### config.mk
export PLATFORM = sky130hd
export DESIGN_NAME = eth_rx_noc_out_steer_flat
export DESIGN_NICKNAME = d
export VERILOG_FILES = /design/src/rtl/eth_rx_noc_out_steer_if.sv /design/src/rtl/eth_rx_noc_out_steer.sv /design/src/flat_wrapper.sv
export SDC_FILE = /design/constraint.sdc
export NUM_CORES = 1
export LEC_CHECK = 0
export ABC_AREA = 1
export CORE_AREA = 10 10 476 478
export CTS_CLUSTER_DIAMETER = 150
export DETAILED_ROUTE_END_ITERATION = 7
export DIE_AREA = 0 0 486 488
export GPL_ROUTABILITY_DRIVEN = 0
export GPL_TIMING_DRIVEN = 0
export PLACE_DENSITY = 0.38
export SLEW_MARGIN = 30
export SYNTH_ARGS = -nofsm -noshare
export SYNTH_HDL_FRONTEND = slang
export SYNTH_SLANG_ARGS = --single-unit
### constraint.sdc
create_clock -name clk -period 4.1 [get_ports clk]
set_input_delay 0.615 -clock clk [delete_from_list [all_inputs] [get_ports clk]]
set_output_delay 0.615 -clock clk [all_outputs]
set_load 0.02 [all_outputs]
### src/rtl/eth_rx_noc_out_steer_if.sv
// Handshake bundle for the Ethernet RX NoC output stage: header, payload,
// NoC flit and CAM lookup channels. "master" is the steering block's view.
interface eth_rx_noc_out_steer_if #(
  parameter int DATA_W     = 512,
  parameter int HDR_W      = 112,
  parameter int MTU_SIZE_W = 16,
  parameter int ETH_TYPE_W = 16,
  parameter int XY_WIDTH   = 8
);
  localparam int PAD_W = $clog2(DATA_W / 8);

  logic                  in_hdr_val;
  logic [HDR_W-1:0]      in_hdr;
  logic [MTU_SIZE_W-1:0] in_data_size;
  logic                  in_hdr_rdy;

  logic                  in_data_val;
  logic [DATA_W-1:0]     in_data;
  logic                  in_data_last;
  logic [PAD_W-1:0]      in_data_padbytes;
  logic                  in_data_rdy;

  logic                  noc_out_val;
  logic [DATA_W-1:0]     noc_out_data;
  logic                  noc_out_rdy;

  logic [ETH_TYPE_W-1:0] cam_rd_tag;
  logic                  cam_rd_hit;
  logic [2*XY_WIDTH-1:0] cam_rd_data;

  modport master (
    input  in_hdr_val, in_hdr, in_data_size,
    output in_hdr_rdy,
    input  in_data_val, in_data, in_data_last, in_data_padbytes,
    output in_data_rdy,
    output noc_out_val, noc_out_data,
    input  noc_out_rdy,
    output cam_rd_tag,
    input  cam_rd_hit, cam_rd_data
  );

  modport slave (
    output in_hdr_val, in_hdr, in_data_size,
    input  in_hdr_rdy,
    output in_data_val, in_data, in_data_last, in_data_padbytes,
    input  in_data_rdy,
    input  noc_out_val, noc_out_data,
    output noc_out_rdy,
    input  cam_rd_tag,
    output cam_rd_hit, cam_rd_data
  );
endinterface

### src/rtl/eth_rx_noc_out_steer.sv
// Ethernet RX tile output stage: turns one parsed header plus payload stream
// into a NoC message (header flit, metadata flit, data flits); CAM misses are dropped.
module eth_rx_noc_out_steer #(
  parameter int SRC_X      = -1,
  parameter int SRC_Y      = -1,
  parameter int DATA_W     = 512,
  parameter int TS_W       = 64,
  parameter int DROP_CNT_W = 32
) (
  input  logic                  clk,
  input  logic                  rst_n,
  eth_rx_noc_out_steer_if.master bus,
  output logic [DROP_CNT_W-1:0] drop_cnt
);

  localparam int XY_WIDTH         = 8;
  localparam int MTU_SIZE_W       = 16;
  localparam int ETH_TYPE_W       = 16;
  localparam int MAC_W            = 48;
  localparam int HDR_W            = 2 * MAC_W + ETH_TYPE_W;
  localparam int MSG_LENGTH_WIDTH = 8;
  localparam int MSG_TYPE_W       = 8;
  localparam int MSG_TIMESTAMP_W  = 64;
  localparam int FBITS_W          = 4;
  localparam int META_FLITS_W     = 8;
  localparam int BYTES            = DATA_W / 8;
  localparam int BYTES_LOG        = $clog2(BYTES);

  localparam logic [FBITS_W-1:0]      PKT_IF_FBITS   = 4'd2;
  localparam logic [MSG_TYPE_W-1:0]   IP_RX_DATAGRAM = 8'd17;
  localparam logic [ETH_TYPE_W-1:0]   ETH_TYPE_IPV4  = 16'h0800;
  localparam logic [XY_WIDTH-1:0]     SRC_X_L        = XY_WIDTH'(SRC_X);
  localparam logic [XY_WIDTH-1:0]     SRC_Y_L        = XY_WIDTH'(SRC_Y);
  localparam logic [META_FLITS_W-1:0] META_FLITS     = 8'd1;

  // Header flit field MSBs, packed from the top of the flit down
  localparam int H_DX   = DATA_W - 1;
  localparam int H_DY   = H_DX - XY_WIDTH;
  localparam int H_FB   = H_DY - XY_WIDTH;
  localparam int H_LEN  = H_FB - FBITS_W;
  localparam int H_TYPE = H_LEN - MSG_LENGTH_WIDTH;
  localparam int H_SX   = H_TYPE - MSG_TYPE_W;
  localparam int H_SY   = H_SX - XY_WIDTH;
  localparam int H_MF   = H_SY - XY_WIDTH;
  localparam int M_DST  = DATA_W - 1;
  localparam int M_SRC  = M_DST - MAC_W;
  localparam int M_LEN  = M_SRC - MAC_W;
  localparam int M_TS   = M_LEN - MTU_SIZE_W;

  localparam logic [2:0] IDLE = 3'd0;
  localparam logic [2:0] HDR  = 3'd1;
  localparam logic [2:0] META = 3'd2;
  localparam logic [2:0] DATA = 3'd3;
  localparam logic [2:0] DROP = 3'd4;

  logic [2:0]            state_r;
  logic [2:0]            state_nxt_s;
  logic [HDR_W-1:0]      hdr_r;
  logic [MTU_SIZE_W-1:0] size_r;
  logic [2*XY_WIDTH-1:0] dst_r;
  logic [TS_W-1:0]       ts_r;
  logic [TS_W-1:0]       ts_lat_r;
  logic [DROP_CNT_W-1:0] drop_cnt_r;

  logic                        hdr_hs_s;
  logic                        data_hs_s;
  logic                        in_hdr_rdy_s;
  logic                        in_data_rdy_s;
  logic                        noc_out_val_s;
  logic [DATA_W-1:0]           noc_out_data_s;
  logic [MTU_SIZE_W:0]         size_round_s;
  logic [MTU_SIZE_W:0]         data_flits_s;
  logic [MSG_LENGTH_WIDTH-1:0] msg_len_s;
  logic [MSG_TYPE_W-1:0]       msg_type_s;
  logic [DATA_W-1:0]           hdr_flit_s;
  logic [DATA_W-1:0]           meta_flit_s;
  logic [DATA_W-1:0]           data_masked_s;

  assign hdr_hs_s  = (state_r == IDLE) && bus.in_hdr_val;
  assign data_hs_s = bus.in_data_val && in_data_rdy_s;

  assign bus.cam_rd_tag   = bus.in_hdr[ETH_TYPE_W-1:0];
  assign bus.in_hdr_rdy   = in_hdr_rdy_s;
  assign bus.in_data_rdy  = in_data_rdy_s;
  assign bus.noc_out_val  = noc_out_val_s;
  assign bus.noc_out_data = noc_out_data_s;
  assign drop_cnt         = drop_cnt_r;

  // Ceiling division by the flit byte count, one extra bit so a full MTU cannot wrap
  assign size_round_s = {1'b0, size_r} + (MTU_SIZE_W + 1)'(BYTES - 1);
  assign data_flits_s = size_round_s >> BYTES_LOG;
  assign msg_len_s    = MSG_LENGTH_WIDTH'(data_flits_s) + MSG_LENGTH_WIDTH'(1);
  assign msg_type_s   = (hdr_r[ETH_TYPE_W-1:0] == ETH_TYPE_IPV4) ? IP_RX_DATAGRAM : 8'd0;

  // Free-running timestamp, wraps naturally
  always_ff @(posedge clk or negedge rst_n) begin
    if (!rst_n) begin
      ts_r <= '0;
    end else begin
      ts_r <= ts_r + TS_W'(1);
    end
  end

  // Control FSM state register
  always_ff @(posedge clk or negedge rst_n) begin
    if (!rst_n) begin
      state_r <= IDLE;
    end else begin
      state_r <= state_nxt_s;
    end
  end

  // Per-frame context captured on the header handshake
  always_ff @(posedge clk or negedge rst_n) begin
    if (!rst_n) begin
      hdr_r    <= '0;
      size_r   <= '0;
      dst_r    <= '0;
      ts_lat_r <= '0;
    end else if (hdr_hs_s) begin
      hdr_r    <= bus.in_hdr;
      size_r   <= bus.in_data_size;
      dst_r    <= bus.cam_rd_data;
      ts_lat_r <= ts_r;
    end else begin
      hdr_r    <= hdr_r;
      size_r   <= size_r;
      dst_r    <= dst_r;
      ts_lat_r <= ts_lat_r;
    end
  end

  // Saturating count of frames dropped on CAM miss
  always_ff @(posedge clk or negedge rst_n) begin
    if (!rst_n) begin
      drop_cnt_r <= '0;
    end else if (hdr_hs_s && !bus.cam_rd_hit && (drop_cnt_r != {DROP_CNT_W{1'b1}})) begin
      drop_cnt_r <= drop_cnt_r + DROP_CNT_W'(1);
    end else begin
      drop_cnt_r <= drop_cnt_r;
    end
  end

  // Next-state logic
  always_comb begin
    state_nxt_s = state_r;
    case (state_r)
      IDLE: begin
        if (bus.in_hdr_val) begin
          state_nxt_s = bus.cam_rd_hit ? HDR : DROP;
        end else begin
          state_nxt_s = IDLE;
        end
      end
      HDR: begin
        if (bus.noc_out_rdy) begin
          state_nxt_s = META;
        end else begin
          state_nxt_s = HDR;
        end
      end
      META: begin
        if (bus.noc_out_rdy) begin
          state_nxt_s = (size_r != '0) ? DATA : IDLE;
        end else begin
          state_nxt_s = META;
        end
      end
      DATA: begin
        if (data_hs_s && bus.in_data_last) begin
          state_nxt_s = IDLE;
        end else begin
          state_nxt_s = DATA;
        end
      end
      DROP: begin
        // An empty dropped frame has no beats to wait for
        if ((size_r == '0) || (data_hs_s && bus.in_data_last)) begin
          state_nxt_s = IDLE;
        end else begin
          state_nxt_s = DROP;
        end
      end
      default: state_nxt_s = IDLE;
    endcase
  end

  // Header and metadata flit assembly from the latched frame context
  always_comb begin
    hdr_flit_s = '0;
    hdr_flit_s[H_DX -: XY_WIDTH]           = dst_r[2*XY_WIDTH-1 -: XY_WIDTH];
    hdr_flit_s[H_DY -: XY_WIDTH]           = dst_r[XY_WIDTH-1:0];
    hdr_flit_s[H_FB -: FBITS_W]            = PKT_IF_FBITS;
    hdr_flit_s[H_LEN -: MSG_LENGTH_WIDTH]  = msg_len_s;
    hdr_flit_s[H_TYPE -: MSG_TYPE_W]       = msg_type_s;
    hdr_flit_s[H_SX -: XY_WIDTH]           = SRC_X_L;
    hdr_flit_s[H_SY -: XY_WIDTH]           = SRC_Y_L;
    hdr_flit_s[H_MF -: META_FLITS_W]       = META_FLITS;
    meta_flit_s = '0;
    meta_flit_s[M_DST -: MAC_W]            = hdr_r[HDR_W-1 -: MAC_W];
    meta_flit_s[M_SRC -: MAC_W]            = hdr_r[HDR_W-MAC_W-1 -: MAC_W];
    meta_flit_s[M_LEN -: MTU_SIZE_W]       = size_r;
    meta_flit_s[M_TS -: MSG_TIMESTAMP_W]   = MSG_TIMESTAMP_W'(ts_lat_r);
  end

  // Zero the padding bytes of the last beat; byte 0 sits in the top bits
  always_comb begin
    data_masked_s = '0;
    for (int i = 0; i < BYTES; i++) begin
      if (bus.in_data_last && (i >= (BYTES - int'(bus.in_data_padbytes)))) begin
        data_masked_s[DATA_W-1-8*i -: 8] = 8'h00;
      end else begin
        data_masked_s[DATA_W-1-8*i -: 8] = bus.in_data[DATA_W-1-8*i -: 8];
      end
    end
  end

  // Handshake outputs decoded from state; DATA is a straight pass-through
  always_comb begin
    in_hdr_rdy_s   = 1'b0;
    in_data_rdy_s  = 1'b0;
    noc_out_val_s  = 1'b0;
    noc_out_data_s = '0;
    case (state_r)
      IDLE: begin
        in_hdr_rdy_s = 1'b1;
      end
      HDR: begin
        noc_out_val_s  = 1'b1;
        noc_out_data_s = hdr_flit_s;
      end
      META: begin
        noc_out_val_s  = 1'b1;
        noc_out_data_s = meta_flit_s;
      end
      DATA: begin
        in_data_rdy_s  = bus.noc_out_rdy;
        noc_out_val_s  = bus.in_data_val;
        noc_out_data_s = data_masked_s;
      end
      DROP: begin
        in_data_rdy_s = (size_r != '0);
      end
      default: begin
        in_hdr_rdy_s = 1'b0;
      end
    endcase
  end

endmodule

### src/flat_wrapper.sv
// flat-port wrapper written by rule: the top's interface ports become plain ports
module eth_rx_noc_out_steer_flat 
#(
  parameter int SRC_X      = -1,
  parameter int SRC_Y      = -1,
  parameter int DATA_W     = 512,
  parameter int TS_W       = 64,
  parameter int DROP_CNT_W = 32
)
  (clk, rst_n, drop_cnt, bus_in_hdr_val, bus_in_hdr, bus_in_data_size, bus_in_hdr_rdy, bus_in_data_val, bus_in_data, bus_in_data_last, bus_in_data_padbytes, bus_in_data_rdy, bus_noc_out_val, bus_noc_out_data, bus_noc_out_rdy, bus_cam_rd_tag, bus_cam_rd_hit, bus_cam_rd_data);
  eth_rx_noc_out_steer_if #(.DATA_W(DATA_W)) bus_i ();
  input  logic clk;
  input  logic rst_n;
  output logic [DROP_CNT_W-1:0] drop_cnt;
  input wire logic [$bits(bus_i.in_hdr_val)-1:0] bus_in_hdr_val;
  input wire logic [$bits(bus_i.in_hdr)-1:0] bus_in_hdr;
  input wire logic [$bits(bus_i.in_data_size)-1:0] bus_in_data_size;
  output wire logic [$bits(bus_i.in_hdr_rdy)-1:0] bus_in_hdr_rdy;
  input wire logic [$bits(bus_i.in_data_val)-1:0] bus_in_data_val;
  input wire logic [$bits(bus_i.in_data)-1:0] bus_in_data;
  input wire logic [$bits(bus_i.in_data_last)-1:0] bus_in_data_last;
  input wire logic [$bits(bus_i.in_data_padbytes)-1:0] bus_in_data_padbytes;
  output wire logic [$bits(bus_i.in_data_rdy)-1:0] bus_in_data_rdy;
  output wire logic [$bits(bus_i.noc_out_val)-1:0] bus_noc_out_val;
  output wire logic [$bits(bus_i.noc_out_data)-1:0] bus_noc_out_data;
  input wire logic [$bits(bus_i.noc_out_rdy)-1:0] bus_noc_out_rdy;
  output wire logic [$bits(bus_i.cam_rd_tag)-1:0] bus_cam_rd_tag;
  input wire logic [$bits(bus_i.cam_rd_hit)-1:0] bus_cam_rd_hit;
  input wire logic [$bits(bus_i.cam_rd_data)-1:0] bus_cam_rd_data;
  assign bus_i.in_hdr_val = bus_in_hdr_val;
  assign bus_i.in_hdr = bus_in_hdr;
  assign bus_i.in_data_size = bus_in_data_size;
  assign bus_in_hdr_rdy = bus_i.in_hdr_rdy;
  assign bus_i.in_data_val = bus_in_data_val;
  assign bus_i.in_data = bus_in_data;
  assign bus_i.in_data_last = bus_in_data_last;
  assign bus_i.in_data_padbytes = bus_in_data_padbytes;
  assign bus_in_data_rdy = bus_i.in_data_rdy;
  assign bus_noc_out_val = bus_i.noc_out_val;
  assign bus_noc_out_data = bus_i.noc_out_data;
  assign bus_i.noc_out_rdy = bus_noc_out_rdy;
  assign bus_cam_rd_tag = bus_i.cam_rd_tag;
  assign bus_i.cam_rd_hit = bus_cam_rd_hit;
  assign bus_i.cam_rd_data = bus_cam_rd_data;
  eth_rx_noc_out_steer #(.SRC_X(SRC_X), .SRC_Y(SRC_Y), .DATA_W(DATA_W), .TS_W(TS_W), .DROP_CNT_W(DROP_CNT_W)) u_core (.clk(clk), .rst_n(rst_n), .bus(bus_i), .drop_cnt(drop_cnt));
endmodule
==> out/qor.yml, run 1 <==
global_routing:
  antenna_found_initial: 128
  grt_pass1_vias: 27896
  grt_max_degree: 68
  grtUsageTotal_pct: 20.9
  grt.overflow.total: 0
  grt_pass1_wl_um: 323000
final_layout:
  layout.nets: 4949
  final_cell_mix: "nand2_1, clkdlybuf4s50_1, nor2_1, dfrtp_1, dlygate4sd2_1"
  nFillCells: 24667
  final_util_pct: 18.5
  drive_gt1_share_pct: 18.2
  final_common_cell: "nand2_1"
  fin_area_um2: 40100
  final_cell_count_no_fill: 7201
  syn_to_final_growth_pct: 98.4
placement:
  io_buffer_count: 1230
  postPlaceCellArea_um2: 36800
  hpwl_um: 232000
  dp.cells: 6994
  pre_cts_slack_ns: -1.83
synthesis:
  syn_area_um2: 20200
  synth_area_per_cell_um2: 6.99
  synth_flop_cell: "dfrtp_1"
  synth_cells: 2890
  synth-simple-area-share_pct: 34.9
  synth_compound_area_share_pct: 7.56
  synth_seq_cells: 307
  synthArstFlopShare_pct: 100
  synth.largest_area_cell: "dfrtp_1"
  synth_top_family_by_area: "simple AND/OR/NAND/NOR gates"
  seq_area_frac_synth_pct: 38.0
  yosysTopAreaCellShare_pct: 38.0
  yosys_warnings: 0
  ys_top_cells_by_area: "dfrtp_1, nand2_1, mux2_2"
  synth_cell_types: 37
  synthMuxAreaShare_pct: 8.13
  synth_edf_count: 0
  synth-xor-area-share_pct: 3.86
  synth_fa_ha_area_share_pct: 0.495
  synth_nets: 3567
power:
  powerDensity_nw_per_um2: 649
  ir_drop_mv: 0.263
  p_leak_nw: 18.4
  power_mw: 26.0
status:
  status: "completed"
clock_network:
  htreeDepth: 2
  clock_sinks: 307
  cts_tree: "done"
  clock-root-buffer: "clkbuf_16"
  cts_max_path_buffers: 3
  numCtsBuffers: 45
  clk_pin_slew_worst_paths_ns: 0.06
  clk_latency_ns: 0.64
worst_hold_path:
  hold_path.class: "reg -> reg"
sta:
  finalCritPeriodShare_pct: 99.2
  rsz0062_at_grt: "yes"
  worst_slew_pin_slew_ns: 1.06
  setup_viol: 0
  layout_setup_ws_ns: 0.0322
  slew_viol_final: 0
  clock_skew_ns: 0.0268
  clock.fmax_ghz: 0.246
  fin_crit_ns: 4.07
  hold_slack_ns: 0.484
  final_hold_viol_count: 0
  timing.setup.tns_ns: 0
  relSlewSlack_pct: 29.5
floorplan:
  rows: 171
  die-area_um2: 237000
  design.portCount: 1232
  die_w_um: 486
  chipHeight_um: 488
  core_area_um2: 217000
  start_util_pct: 9.34
route:
  drc: 0
  wl_per_cell_um: 36.3
  drtIter0Drc: 2148
  drt_wl_total_um: 261000
  firstDrtPassIters: 8
  vias: 27700
  drtAntennaViolNets: 0
  avgViaCountPerCell: 3.85
setup_path:
  cp.arrival_ns: 3.45
  critPathCaptureType: "output port"
  worstSetupPathType: "in -> out"
  cp.required_ns: 3.48
  critPathMaxFanout: 10
  cp-start-kind: "primary input"
job:
  maxCapViolCount: 0
final cells by class:
type	instances	area, um2	share of cell area, %
Multi-Input combinational cell	2227	12100	30.2
Timing Repair Buffer	1336	13400	33.5
Clock buffer	61	1290	3.21
Antenna cell	44	110	0.275
Tap cell	2854	3570	8.91
Inverter	211	818	2.04
Clock inverter	17	259	0.646
Buffer	144	807	2.01
Sequential cell	307	7680	19.2
cells in the mapped netlist, types with 10 or more instances:
| cell | n |
|---|---|
| a21oi_1 | 110 |
| a21oi_2 | 10 |
| a22o_1 | 16 |
| buf_1 | 18 |
| buf_2 | 15 |
| buf_4 | 19 |
| clkbuf_1 | 93 |
| dfrtp_1 | 307 |
| inv_1 | 202 |
| mux2_2 | 146 |
| nand2_1 | 933 |
| nand3_1 | 211 |
| nand4_1 | 40 |
| nor2_1 | 427 |
| nor3_1 | 53 |
| o21ai_0 | 101 |
| o21ai_2 | 13 |
| xnor2_1 | 11 |
| xor2_1 | 78 |
cells by family after synthesis:
family	Yosys count
buffers and inverters	356
AO/OA/AOI/OAI	271
multiplexers	146
adder cells (fa/ha/maj)	8
AND/OR/NAND/NOR	1713
flip-flops	307
XOR/XNOR	89
registers in the layout, summed over array words and instances, names as in the netlist:
register / count
u_core.ts_lat_r: 64
u_core.hdr_r: 112
u_core.state_r: 3
u_core.ts_r: 64
u_core.drop_cnt: 32
u_core.dst_r: 16
u_core.size_r: 16
critical path, stage by stage:
cell and delay (ns):
clkdlybuf4s50_1 0.59, nor2_4 0.22, inv_1 0.06, nor2_1 0.13, nand2_1 0.08, nand2_2 0.19, nor2_1 0.11, inv_1 0.21
buf_8 0.24, a21oi_4 0.11, buf_12 0.18, nor2_1 0.30, clkdlybuf4s15_1 0.40
path summary, 6_finish.rpt:
path | from | to | slack (ns) | cells after the start
hold reg to reg | u_core.ts_lat_r[0]$_DFFE_PN0P_ | u_core.ts_lat_r[0]$_DFFE_PN0P_ | 0.48 | 2
min in group asynchronous | rst_n | u_core.ts_lat_r[7]$_DFFE_PN0P_ | 0.54 | 2
max in group asynchronous | rst_n | u_core.hdr_r[29]$_DFFE_PN0P_ | 2.34 | 4
hold / removal | u_core.ts_lat_r[0]$_DFFE_PN0P_ | u_core.ts_lat_r[0]$_DFFE_PN0P_ | 0.48 | 2
setup reg to reg | u_core.state_r[0]$_DFF_PN0_ | u_core.ts_lat_r[29]$_DFFE_PN0P_ | 1.20 | 8
setup / recovery | bus_in_data_padbytes[3] | bus_noc_out_data[230] | 0.03 | 13
power breakdown:
part | total (mW) | internal (mW) | switching (mW) | leakage (nW)
sequential | 4.37 | 3.81 | 0.562 | 3.95
clock | 4.26 | 2.56 | 1.69 | 0.750
combinational | 17.4 | 5.18 | 12.2 | 13.7
metal layers:
layer	track usage [%]	up-vias	share of wire, %
met1	22.2	13771	36
met3	7.32	345	8.8
met5	0	-	0.024
li1	-	12124	-
met2	37.5	1450	50
met4	8.58	10	4.5
repair_timing:
action / in CTS / in global routing
hold buffers: 1 / 0
setup endpoints to repair: 513 / 177
pin swaps: 31 / 6
gates resized for setup: 1047 / 196
endpoints found under the hold margin: 50 / 0
setup buffers: 78 / 7
Power figures use the tool's default switching activity.
==> run 2: changes to the inputs <==
HOLD_SLACK_MARGIN = 0.08   (was default)
==> results of run 2 <==
Final layout, timing and power as in run 1 (identical DEF).
==> run 3: changes to the inputs <==
CORE_AREA = 10 10 467 469   (was 10 10 476 478)
DIE_AREA = 0 0 477 479   (was 0 0 486 488)
clock period = 3.8 ns   (was 4.1 ns; I/O delays follow)
==> out/qor.yml, run 3 (synthesis results as in run 1) <==
global_routing:
  grtUsageTotal_pct: 21.6
  grt_pass1_vias: 27923
  grt_max_degree: 77
  antenna_found_initial: 104
  grt.overflow.total: 0
  grt_pass1_wl_um: 323000
status:
  status: "completed"
clock_network:
  clock-root-buffer: "clkbuf_16"
  cts_max_path_buffers: 3
  numCtsBuffers: 43
  clk_pin_slew_worst_paths_ns: 0.05
  htreeDepth: 2
  clk_latency_ns: 0.64
  cts_tree: "done"
  clock_sinks: 307
route:
  vias: 27690
  wl_per_cell_um: 36.2
  drtAntennaViolNets: 0
  firstDrtPassIters: 7
  avgViaCountPerCell: 3.87
  drt_wl_total_um: 259000
  drtIter0Drc: 2136
  drc: 0
setup_path:
  critPathMaxFanout: 8
  r2r_start: "u_core.state_r[0]$_DFF_PN0_"
  regToRegEndpoint: "u_core.ts_lat_r[45]$_DFFE_PN0P_"
  worstSetupPathType: "in -> out"
  slowest_stage: "nor2_1"
  critPathCaptureType: "output port"
  critPathBufInv: 3
  cp_top_family: "simple AND/OR/NAND/NOR gates"
  cp.depth: 9
  r2r_cells: 8
  cp.required_ns: 3.23
  cp_cell_sequence: "dlygate4sd2_1 > inv_1 > nand2_1 > nand2_1 > nor2_1 > nor2_1 > nor2_4 > nor2_1 > dlygate4sd2_1"
  crit_path_frequent_cell: "nor2_1"
  crit_end: "bus_noc_out_data[127]"
  cp.arrival_ns: 3.19
  setup.worst_path.start: "bus_in_data_padbytes[3]"
  slowest_delay_ns: 0.58
  reg2reg_slack_ns: 0.88
  cp-start-kind: "primary input"
final_layout:
  top_register: "u_core.hdr_r"
  fin_area_um2: 39900
  drive_gt1_share_pct: 21.0
  largest_register_ffs: 112
  final_common_cell: "nand2_1"
  largestRegisters: "u_core.hdr_r x112, u_core.ts_lat_r x64, u_core.ts_r x64"
  syn_to_final_growth_pct: 97.6
  layout.nets: 4963
  final_cell_mix: "nand2_1, clkdlybuf4s50_1, nor2_1, dfrtp_1"
job:
  maxCapViolCount: 0
placement:
  io_buffer_count: 1230
  pre_cts_slack_ns: -1.85
  postPlaceCellArea_um2: 36700
  hpwl_um: 229000
power:
  combinationalPowerShare_pct: 67.6
  switching_share_pct: 56.3
  ir_drop_mv: 0.345
  p_sw_mw: 15.5
  p_int_mw: 12.0
  p_leak_nw: 17.7
  clkPwrFrac_pct: 15.2
  seqPwrFrac_pct: 17.2
  powerDensity_nw_per_um2: 689
  power_mw: 27.5
floorplan:
  chipHeight_um: 479
  rows: 168
  start_util_pct: 9.68
  die_w_um: 477
  core_area_um2: 209000
  design.portCount: 1232
  die-area_um2: 228000
sta:
  final_hold_viol_count: 0
  clock.fmax_ghz: 0.266
  relSlewSlack_pct: 37.3
  finalCritPeriodShare_pct: 98.8
  setup_viol: 0
  worst_slew_pin_slew_ns: 0.940
  clock_skew_ns: 0.0168
  fin_crit_ns: 3.76
  layout_setup_ws_ns: 0.0443
  timing.setup.tns_ns: 0
  slew_viol_final: 0
  rsz0062_at_grt: "yes"
worst_hold_path:
  hold_path.class: "in -> async"
run 3: cell type report:
type / instances / area, um2
clock inverter: 14 / 154
antenna: 34 / 85.1
sequential: 307 / 7680
timing repair buffer: 1353 / 13400
multi-input combinational: 2227 / 12100
fill: 23650 / 169000
buffer: 143 / 885
inverter: 211 / 837
tap: 2805 / 3510
clock buffer: 65 / 1260
run 3: power groups by stage:
| stage | clock, mW | sequential (mW) | combinational, mW |
|---|---|---|---|
| after floorplan | 0 | 4.52 | 6.98 |
| after global placement | 0 | 4.74 | 19.0 |
| after detailed placement | 0 | 4.75 | 19.4 |
| after CTS | 4.32 | 4.70 | 19.1 |
| after global routing | 4.43 | 4.82 | 19.6 |
| final | 4.18 | 4.72 | 18.6 |
run 3: worst min path at each step:
stage                                           end  slack [ns]  cells after the start
global placement     u_core.ts_lat_r[1]$_DFFE_PN0P_        0.47                      2
finish              u_core.ts_lat_r[34]$_DFFE_PN0P_        0.46                      2
detailed placement  u_core.ts_lat_r[62]$_DFFE_PN0P_        0.47                      2
floorplan            u_core.drop_cnt[0]$_DFFE_PN0P_        0.27                      0
global route        u_core.ts_lat_r[35]$_DFFE_PN0P_        0.48                      2
CTS                 u_core.ts_lat_r[29]$_DFFE_PN0P_        0.44                      2
run 3: worst reg2reg max path, delay by kind of cell (launching register included):
kind | cells | cell delay [ns]
buffers and inverters | 4 | 1.70
DFF | 1 | 0.40
muxes | 1 | 0.40
and+or+nand+nor | 3 | 0.31
run 3: routing by layer:
| layer | track usage [%] | wire, um |
|---|---|---|
| met4 | 9.17 | 12800 |
| met5 | 0 | 115 |
| met2 | 38.7 | 130000 |
| met3 | 6.44 | 19800 |
| met1 | 23.5 | 96200 |
run 3: repair_timing:
item / 4_1_cts / 5_1_grt
setup buffers: 92 / 11
resized for setup: 1461 / 135
hold endpoints to repair: 49 / 0
endpoints found under the setup margin: 513 / 308
hold buffers: 1 / 0
pin swaps: 44 / 10
run 3: through the flow:
stage / instances / hold slack [ns] / utilization (%)
after floorplan: 2890 / 0.274 / -
after global placement: 6925 / 0.467 / 17.3
after detailed placement: 6944 / 0.474 / 17.6
after CTS: 7115 / 0.439 / 19.1
after global routing: 7150 / 0.483 / 19.1
final: 7159 / 0.460 / 19.1
